### config.mk
export PLATFORM = sky130hd
export DESIGN_NAME = isbus_tx
export DESIGN_NICKNAME = d
export VERILOG_FILES = /design/src/rtl/isbus_pkg.sv /design/src/rtl/isbus_ws_gen.sv /design/src/rtl/isbus_tx.sv
export SDC_FILE = /design/constraint.sdc
export NUM_CORES = 1
export LEC_CHECK = 0
export ABC_AREA = 1
export CORE_ASPECT_RATIO = 1.25
export CORE_MARGIN = 5
export CORE_UTILIZATION = 50
export DETAILED_ROUTE_END_ITERATION = 10
export GPL_TIMING_DRIVEN = 0
export MAX_ROUTING_LAYER = met4
export PLACE_DENSITY = 0.78
export SYNTH_ARGS = -nofsm -noshare
export SYNTH_HDL_FRONTEND = slang
export SYNTH_SLANG_ARGS = --single-unit
### constraint.sdc
create_clock -name cph2 -period 2.71 [get_ports cph2]
set_input_delay 0.813 -clock cph2 [delete_from_list [all_inputs] [get_ports cph2]]
set_output_delay 0.813 -clock cph2 [all_outputs]
set_load 0.005 [all_outputs]
### src/rtl/isbus_pkg.sv
`default_nettype none
// ============================================================================
// Module   : isbus_pkg
// Brief    : Shared timing constants, FSM states and word-select field type.
// Revision : 1.0
// ============================================================================
package isbus_pkg;

    localparam int c_word_times = 56;
    localparam int c_sync_start = 45;
    localparam int c_digit_w    = 4;
    localparam int c_inst_w     = 10;

    typedef enum logic [1:0] {
        ST_IDLE  = 2'd0,
        ST_RUN   = 2'd1,
        ST_DRAIN = 2'd2
    } state_e;

    typedef struct packed {
        logic                 en;
        logic [c_digit_w-1:0] first;
        logic [c_digit_w-1:0] last;
    } ws_field_t;

    localparam ws_field_t c_ws_off = '{en: 1'b0, first: '0, last: '0};

endpackage
`default_nettype wire

### src/rtl/isbus_ws_gen.sv
`default_nettype none
// ============================================================================
// Module   : isbus_ws_gen
// Brief    : Word-select decode; high while the bit-time lies in the digit span.
// Revision : 1.0
// ============================================================================
module isbus_ws_gen
    import isbus_pkg::*;
(
    input  logic [5:0]           i_cnt,
    input  logic                 i_en,
    input  logic [c_digit_w-1:0] i_first,
    input  logic [c_digit_w-1:0] i_last,
    output logic                 o_ws
);

    logic [5:0] w_lo;
    logic [5:0] w_hi;

    // A reversed field (first > last) yields an empty range on its own.
    assign w_lo = {i_first, 2'b00};
    assign w_hi = {i_last, 2'b11};
    assign o_ws = i_en && (i_cnt >= w_lo) && (i_cnt <= w_hi);

endmodule
`default_nettype wire

### src/rtl/isbus_tx.sv
`default_nettype none
// ============================================================================
// Module   : isbus_tx
// Brief    : Instruction serial-bus transmitter: word-cycle timing, serial
//            instruction window, word-select generation and fetch address.
// Revision : 1.0
// ============================================================================
module isbus_tx
    import isbus_pkg::*;
#(
    parameter int WORD_TIMES = c_word_times,
    parameter int SYNC_START = c_sync_start
) (
    input  logic                 cph2,
    input  logic                 rstb,
    input  logic                 run,
    input  logic [c_inst_w-1:0]  inst_data,
    input  logic                 inst_valid,
    input  logic [c_digit_w-1:0] ws_first,
    input  logic [c_digit_w-1:0] ws_last,
    output logic                 inst_ready,
    output logic [7:0]           adr,
    input  logic                 adr_load,
    input  logic [7:0]           adr_in,
    output logic                 is,
    output logic                 sync,
    output logic                 ws,
    output logic [5:0]           sys_cnt,
    output logic                 underrun
);

    localparam logic [5:0] c_cnt_last = 6'(WORD_TIMES - 1);
    localparam logic [5:0] c_sample   = 6'(SYNC_START - 1);
    localparam logic [5:0] c_sync_lo  = 6'(SYNC_START);
    localparam logic [5:0] c_sync_hi  = 6'(SYNC_START + c_inst_w - 1);

    state_e              r_state;
    state_e              w_state_nxt;
    logic [5:0]          r_cnt;
    logic [7:0]          r_adr;
    logic [c_inst_w-1:0] r_word;
    ws_field_t           r_ws_pend;
    ws_field_t           r_ws_act;
    logic                r_underrun;

    logic                w_active;
    logic                w_cnt_last;
    logic                w_sample;
    logic                w_in_win;
    logic [5:0]          w_bit_idx;
    logic [c_inst_w-1:0] w_word_sh;
    logic                w_ws_raw;

    assign w_active   = (r_state != ST_IDLE);
    assign w_cnt_last = (r_cnt == c_cnt_last);
    assign w_sample   = (r_state == ST_RUN) && (r_cnt == c_sample);
    assign w_in_win   = (r_cnt >= c_sync_lo) && (r_cnt <= c_sync_hi);
    assign w_bit_idx  = r_cnt - c_sync_lo;
    assign w_word_sh  = r_word >> w_bit_idx;

    always_ff @(posedge cph2 or negedge rstb) begin
        if (!rstb) begin
            r_state <= ST_IDLE;
        end else begin
            r_state <= w_state_nxt;
        end
    end

    always_comb begin
        w_state_nxt = r_state;
        case (r_state)
            ST_IDLE: begin
                if (run) w_state_nxt = ST_RUN;
            end
            ST_RUN: begin
                if (!run) w_state_nxt = ST_DRAIN;
            end
            ST_DRAIN: begin
                // Re-asserting run resumes without disturbing the bit-time count.
                if (run)             w_state_nxt = ST_RUN;
                else if (w_cnt_last) w_state_nxt = ST_IDLE;
            end
            default: w_state_nxt = ST_IDLE;
        endcase
    end

    always_comb begin
        inst_ready = w_sample && inst_valid;
        sync       = 1'b0;
        is         = 1'b0;
        ws         = 1'b0;
        if (w_active) begin
            sync = w_in_win;
            is   = w_in_win && w_word_sh[0];
            ws   = w_ws_raw;
        end
    end

    always_ff @(posedge cph2 or negedge rstb) begin
        if (!rstb) begin
            r_cnt      <= '0;
            r_adr      <= '0;
            r_word     <= '0;
            r_ws_pend  <= c_ws_off;
            r_ws_act   <= c_ws_off;
            r_underrun <= 1'b0;
        end else begin
            if (!w_active || w_cnt_last) begin
                r_cnt <= '0;
            end else begin
                r_cnt <= r_cnt + 6'd1;
            end

            // A missed slot sends a NOP and leaves the next word-select disabled.
            if (w_sample) begin
                if (inst_valid) begin
                    r_word    <= inst_data;
                    r_ws_pend <= '{en: 1'b1, first: ws_first, last: ws_last};
                end else begin
                    r_word     <= '0;
                    r_ws_pend  <= c_ws_off;
                    r_underrun <= 1'b1;
                end
            end

            if (w_active && w_cnt_last) begin
                r_ws_act <= r_ws_pend;
            end

            if ((r_state == ST_RUN) && w_cnt_last) begin
                r_adr <= adr_load ? adr_in : r_adr + 8'd1;
            end
        end
    end

    isbus_ws_gen u_ws_gen (
        .i_cnt   (r_cnt),
        .i_en    (r_ws_act.en),
        .i_first (r_ws_act.first),
        .i_last  (r_ws_act.last),
        .o_ws    (w_ws_raw)
    );

    assign sys_cnt  = r_cnt;
    assign adr      = r_adr;
    assign underrun = r_underrun;

endmodule
`default_nettype wire

Word-level counts from Yosys, hierarchy flattened
Cells that the tools add are included.
{ "classes": {"n_mux": 12, "addsub": 3, "n_lt_le_gt_ge": 4, "bitwise_logic": 1, "n_shift": 1, "reduce_logical": 14, "eq_ne": 7} }
{ "op_table": {"columns": ["cell", "count"], "rows": [
  ["== test 6 bit, second input constant", 2],
  ["two-way mux 10 bit", 1],
  [">> shifter 10 x 6 -> 1 bit", 1],
  ["two-way mux 9 bit", 1],
  ["adder 8 x 1 -> 8 bit, second input constant", 1],
  ["logical AND 1 bit", 8],
  ["two-way mux 2 bit", 4],
  ["two-way mux 8 bit", 1],
  ["adder 6 x 1 -> 6 bit, second input constant", 1],
  ["greater-or-equal comparator 6 bit", 1],
  ["greater-or-equal comparator 6 bit, second input constant", 1],
  ["less-or-equal comparator 6 bit", 1],
  ["less-or-equal comparator 6 bit, second input constant", 1],
  ["two-way mux 6 bit", 1],
  ["case mux 2 bit (3 select lines)", 1],
  ["subtractor 6 bit, second input constant", 1],
  ["!= test 2 bit, second input constant", 2],
  ["two-way mux 1 bit", 3],
  ["!= test 3 bit, second input constant", 1],
  ["AND reduction 3 bit", 1],
  ["== test 2 x 1 -> 1 bit, second input constant", 1],
  ["== test 2 bit, second input constant", 1],
  ["logical NOT 2 bit", 1],
  ["AND reduction 2 bit", 1],
  ["4 further kinds", 4]
]} }
{ "word_totals": {"wordCells": 53, "in_bits": 31, "output_inout_bits": 19, "reg_bits": 45} }

Longest topological paths before layout
{ "depth": {"depth_word": 4, "mapped_depth": 11, "depth_no_buf": 10} }

Cells and area by module
From an unflattened synthesis, not the netlist that was laid out.
{ "unflattened": {"cells_unflattened": 330, "area_unflattened_um2": 2567.5} }
{ "by_module_without_submodules": {"columns": ["mod", "area_each_um2", "cells_per_inst", "seq_area_each_um2", "instances"], "rows": [
  ["isbus_tx", 2319.7, 284, 1126.1, 1],
  ["isbus_ws_gen", 247.7, 46, 0.0, 1]
]} }

Least setup slack after synthesis
OpenSTA, ideal clock, no wires.
{ "synth_path": {"path_type": "register to output", "startpoint": "register r_cnt[0], in the netlist sys_cnt[0]", "endpoint": "output is", "setup_slack_ps": 416, "path_stages_with_launch": 11, "n_path_buf": 1, "t_required_ps": 1897, "t_arrival_ps": 1481, "cell_sequence": "dfrtp_1 -> buf_2 -> inv_2 -> ha_1 -> o21ai_1 -> nand2_1 -> nand2_1 -> nand2_1 -> nor2_1 -> nand2_1 -> nor2_1"} }
{ "synth_via": {"elab_chain_len": 4, "elab_cells_between_ends": 7, "classes_between": "add/sub: 1; order compare: 2; shift: 1; mux: 1; reduce/logical: 2"} }
{ "synth_lines": {"columns": ["element", "line", "source"], "rows": [
  ["from (decl)", "isbus_tx.sv:39", "logic [5:0] r_cnt;"],
  ["from (signal assigned)", "isbus_tx.sv:111", "r_cnt <= r_cnt + 6'd1;"],
  ["subtractor 6 bit (tied with other cells)", "isbus_tx.sv:58", "assign w_bit_idx = r_cnt - c_sync_lo;"],
  [">> shifter 10 x 6 -> 1 bit or logical AND 1 bit (tied branches)", "isbus_tx.sv:59, isbus_tx.sv:57", null],
  ["logical AND 1 bit *", "isbus_tx.sv:94", "is = w_in_win && w_word_sh[0];"],
  ["two-way mux 1 bit *", "isbus_tx.sv:92", "if (w_active) begin"],
  ["to (decl)", "isbus_tx.sv:25", "output logic is,"]
]} }
Every way passes the cells marked *; elsewhere a longest branch is shown, timed or not.

Worst setup path after layout
Same ends and word-level chain as after synthesis.

==> summary.txt <==
GRT
  • GRT Util Overall: 20.4%
  • Via count of the first global-routing pass: between 2000 and 2500
  • Pin count of the biggest net entering global routing: 29
  • First-pass GRT wire length: ~10000 um
  • Grt ovf: 0
  • Antenna violations before repair: 0

Synthesis
  • Sequential area share after synthesis: 44.4%
  • EDFF count, synth: 0
  • Share of the synthesized area in the top cell type: 44.4%
  • Cells after Synth: 317
  • Yosys reg bits: 45
  • Syn Nets: between 300 and 400
  • Largest family of logic cells by synthesized area: simple AND/OR/NAND/NOR gates
  • Count leader, synth: nand2_1
  • Adder-cell share of the synthesized area: about 6.4%
  • Synth cell count leaders: nand2_1 (74), dfrtp_1 (45), inv_1 (42), nor2_1 (25)
  • Mux cell area share after synthesis: 0%
  • Mapped cell area: 2540 um^2
  • Yosys synthesis warning count: 0
  • XOR/XNOR Fraction of Synth Area: 2.07%
  • Ys async rst share: between 90% and 100%
  • Main flop type after synthesis: dfrtp_1
  • Compound-cell area share of the yosys netlist: approximately 12%
  • Post-synth top area cell: dfrtp_1
  • Top cells by area, synth: dfrtp_1 (44%), nand2_1 (11%), ha_1 (6.4%)
  • Cell variety after synth: 32
  • Post-Synth Simple-Gate Area: 24.7%
  • Syn avg cell area: between 8 and 9 um^2

Timing
  • Setup Skew: 0.00394 ns
  • Unrepaired setup endpoints after global routing: yes
  • Crit share post-route: 99.0%
  • Max Slew Vio Count: 0
  • Worst slew pin tran: roughly 0.42 ns
  • Fmax: 373 MHz
  • Worst slew margin: between 70% and 80%
  • Setup Viol. Count Final: 0
  • Final Hold Vio Count: 0
  • Minimum clock period: between 2 and 3 ns
  • Final worst setup slack: 0.0279 ns

Clock tree
  • Clock Latency Late Sink: around 0.30 ns
  • Reg clk slew, reported paths: 0.09 ns
  • Cts bufs inserted: 5
  • H-tree Lvls: 2
  • Max clock buf depth: 2
  • CTS Sinks: 45
  • CTS tree: done
  • Root buffer cell: clkbuf_8
  • CTS Hold Bufs: 0

Route
  • Number of nets with antenna violations after routing: 0
  • Drt pass-1 iters: 4
  • DR WL/cell: about 13 um
  • DR iter-0 viols: roughly 80
  • Routed vias/inst: 5.08
  • Detailed Route WL: roughly 6000 um
  • DRC Markers: 0
  • DR vias: 2285

Place
  • Placer Congestion: roughly 0.78
  • Placement Setup Slack: -0.315 ns
  • Post-DP Area: between 3000 and 4000 um^2
  • DP HPWL: 4220 um
  • Count of input and output buffers: between 40 and 50

Power and ir drop
  • Leak: roughly 1.7 nW
  • Maximum VDD drop: 0.314 mV
  • Cell Pwr Density: 504 nW/um^2
  • Overall Power: 1.71 mW

Critical path
  • CP bufs+invs: 4
  • CP Launch Type: register
  • Most Frequent Cell on Critical Path: nor2_1
  • CP cell instances: buf_6 > clkinv_8 > ha_4 > buf_4 > xnor2_1 > nand3_1 > nand2_1 > nor2_1 > nor2_1 > nor2_1 > buf_2
  • Largest delay share family, worst path: buffers and inverters
  • Critical path capture point type: output port
  • Crit Path Max Fanout: 9
  • Critical path's largest stage delay: 0.38 ns
  • Setup Crit Path Kind: register to output port
  • Critical path arrival: around 1.9 ns
  • CP Data Required Time: 1.90 ns
  • CP max stage cell: dfrtp_1

Floorplan
  • Core Box Area: roughly 5000 um^2
  • Initial Utilization: 50.6%
  • I/O pins: 50
  • Die span in x: roughly 74 um
  • Die H: 89.6 um
  • Full die area: 6610 um^2
  • Row Count: 29

Cells and area
  • Post-route cell area: 3390 um^2
  • Layout cell share with drive strength beyond 1: 19.8%
  • Area growth, synth to finish: 33.8%
  • Diode count: 0
  • Final #Nets: 431

Run
  • Max-cap viol count: 0

Status
  • Status: completed

Min path
  • Worst Hold Class: input port to asynchronous set/reset pin
[path summary, 6_finish.rpt]
path	start	end	slack (ns)	cells after the start
max	sys_cnt[0]	is	0.03	11
min	rstb	r_state[1]	0.43	1
max reg2reg	sys_cnt[0]	adr[4]	1.02	8
min reg2reg	r_ws_act[6]	r_ws_act[6]	0.50	2
max in group asynchronous	rstb	sys_cnt[1]	1.78	2
min in group cph2	r_ws_act[6]	r_ws_act[6]	0.50	2
[layout by cell type, fill, tap and decap left out, types with 2 or more instances in the layout]
cell	instances
clkbuf_8	6
dfrtp_1	41
nand2_2	14
dfrtp_2	4
o21ai_2	10
nor2_1	25
nor2_2	3
buf_4	15
nand4_1	4
buf_6	2
a21oi_1	6
xnor2_1	2
nand3_1	20
clkdlybuf4s50_1	43
inv_1	40
o21ai_1	20
nand2_1	71
buf_2	4
ha_1	11
o21bai_1	2
ha_4	2
o21ai_0	11
xor2_1	4
inv_2	7
buf_12	2
dlygate4sd2_1	2
[where the power goes]
part | switching, mW | internal (mW) | leakage (nW)
sequential | 0.0243 | 0.690 | 0.477
combinational | 0.231 | 0.231 | 1.15
clock | 0.236 | 0.300 | 0.0574
total | 0.491 | 1.22 | 1.68
[logic make-up after synthesis]
family,count (synthesis)
adders and majority gates,13
xor gates and xnor gates,6
buffers and inverters,58
DFF,45
AOI/OAI and AO/OA,53
and+or+nand+nor,142
[state kept, by name, indices dropped and copies added, names as in the netlist]
signal     cells
sys_cnt        6
adr            8
r_state        2
r_ws_act       9
r_ws_pend      9
underrun       1
r_word        10
[metal layers]
layer | wire (um) | track usage [%] | vias to the layer above | part of all wire, %
met4 | 241 | 12.4 | 0 | 4.0
met3 | 218 | 3.23 | 23 | 3.7
met1 | 2490 | 21.4 | 1056 | 42
li1 | - | - | 1147 | -
met5 | 0 | - | - | 0
met2 | 3010 | 35.5 | 59 | 51
[stage by stage]
| step | utilization [%] | TNS, ns | cells | hold WS, ns |
|---|---|---|---|---|
| global route | 67.8 | -0.111 | 450 | 0.461 |
| CTS | 66.6 | -0.183 | 446 | 0.438 |
| global placement | 62.0 | -18.96 | 428 | 0.473 |
| finish | 67.8 | 0 | 450 | 0.431 |
| detailed placement | 62.3 | -0.596 | 429 | 0.469 |
| floorplan | - | 0 | 317 | 0.459 |
[timing repair]
action,CTS,global route
setup buffers,9,5
endpoints found under the setup margin,4,3
gates resized for setup,18,15
pin swaps,0,8
[layout make-up]
| cell class | instances | area, um^2 |
|---|---|---|
| clock inverters | 2 | 37.5 |
| well taps | 62 | 77.6 |
| inverters | 50 | 208 |
| clock buffers | 6 | 82.6 |
| multi-input cells | 214 | 1190 |
| repair buffers | 64 | 604 |
| flip-flops and latches | 45 | 1130 |
| fillers | 433 | 1610 |
| plain buffers | 7 | 60.1 |
No activity file was read; power rests on OpenSTA's default activity.
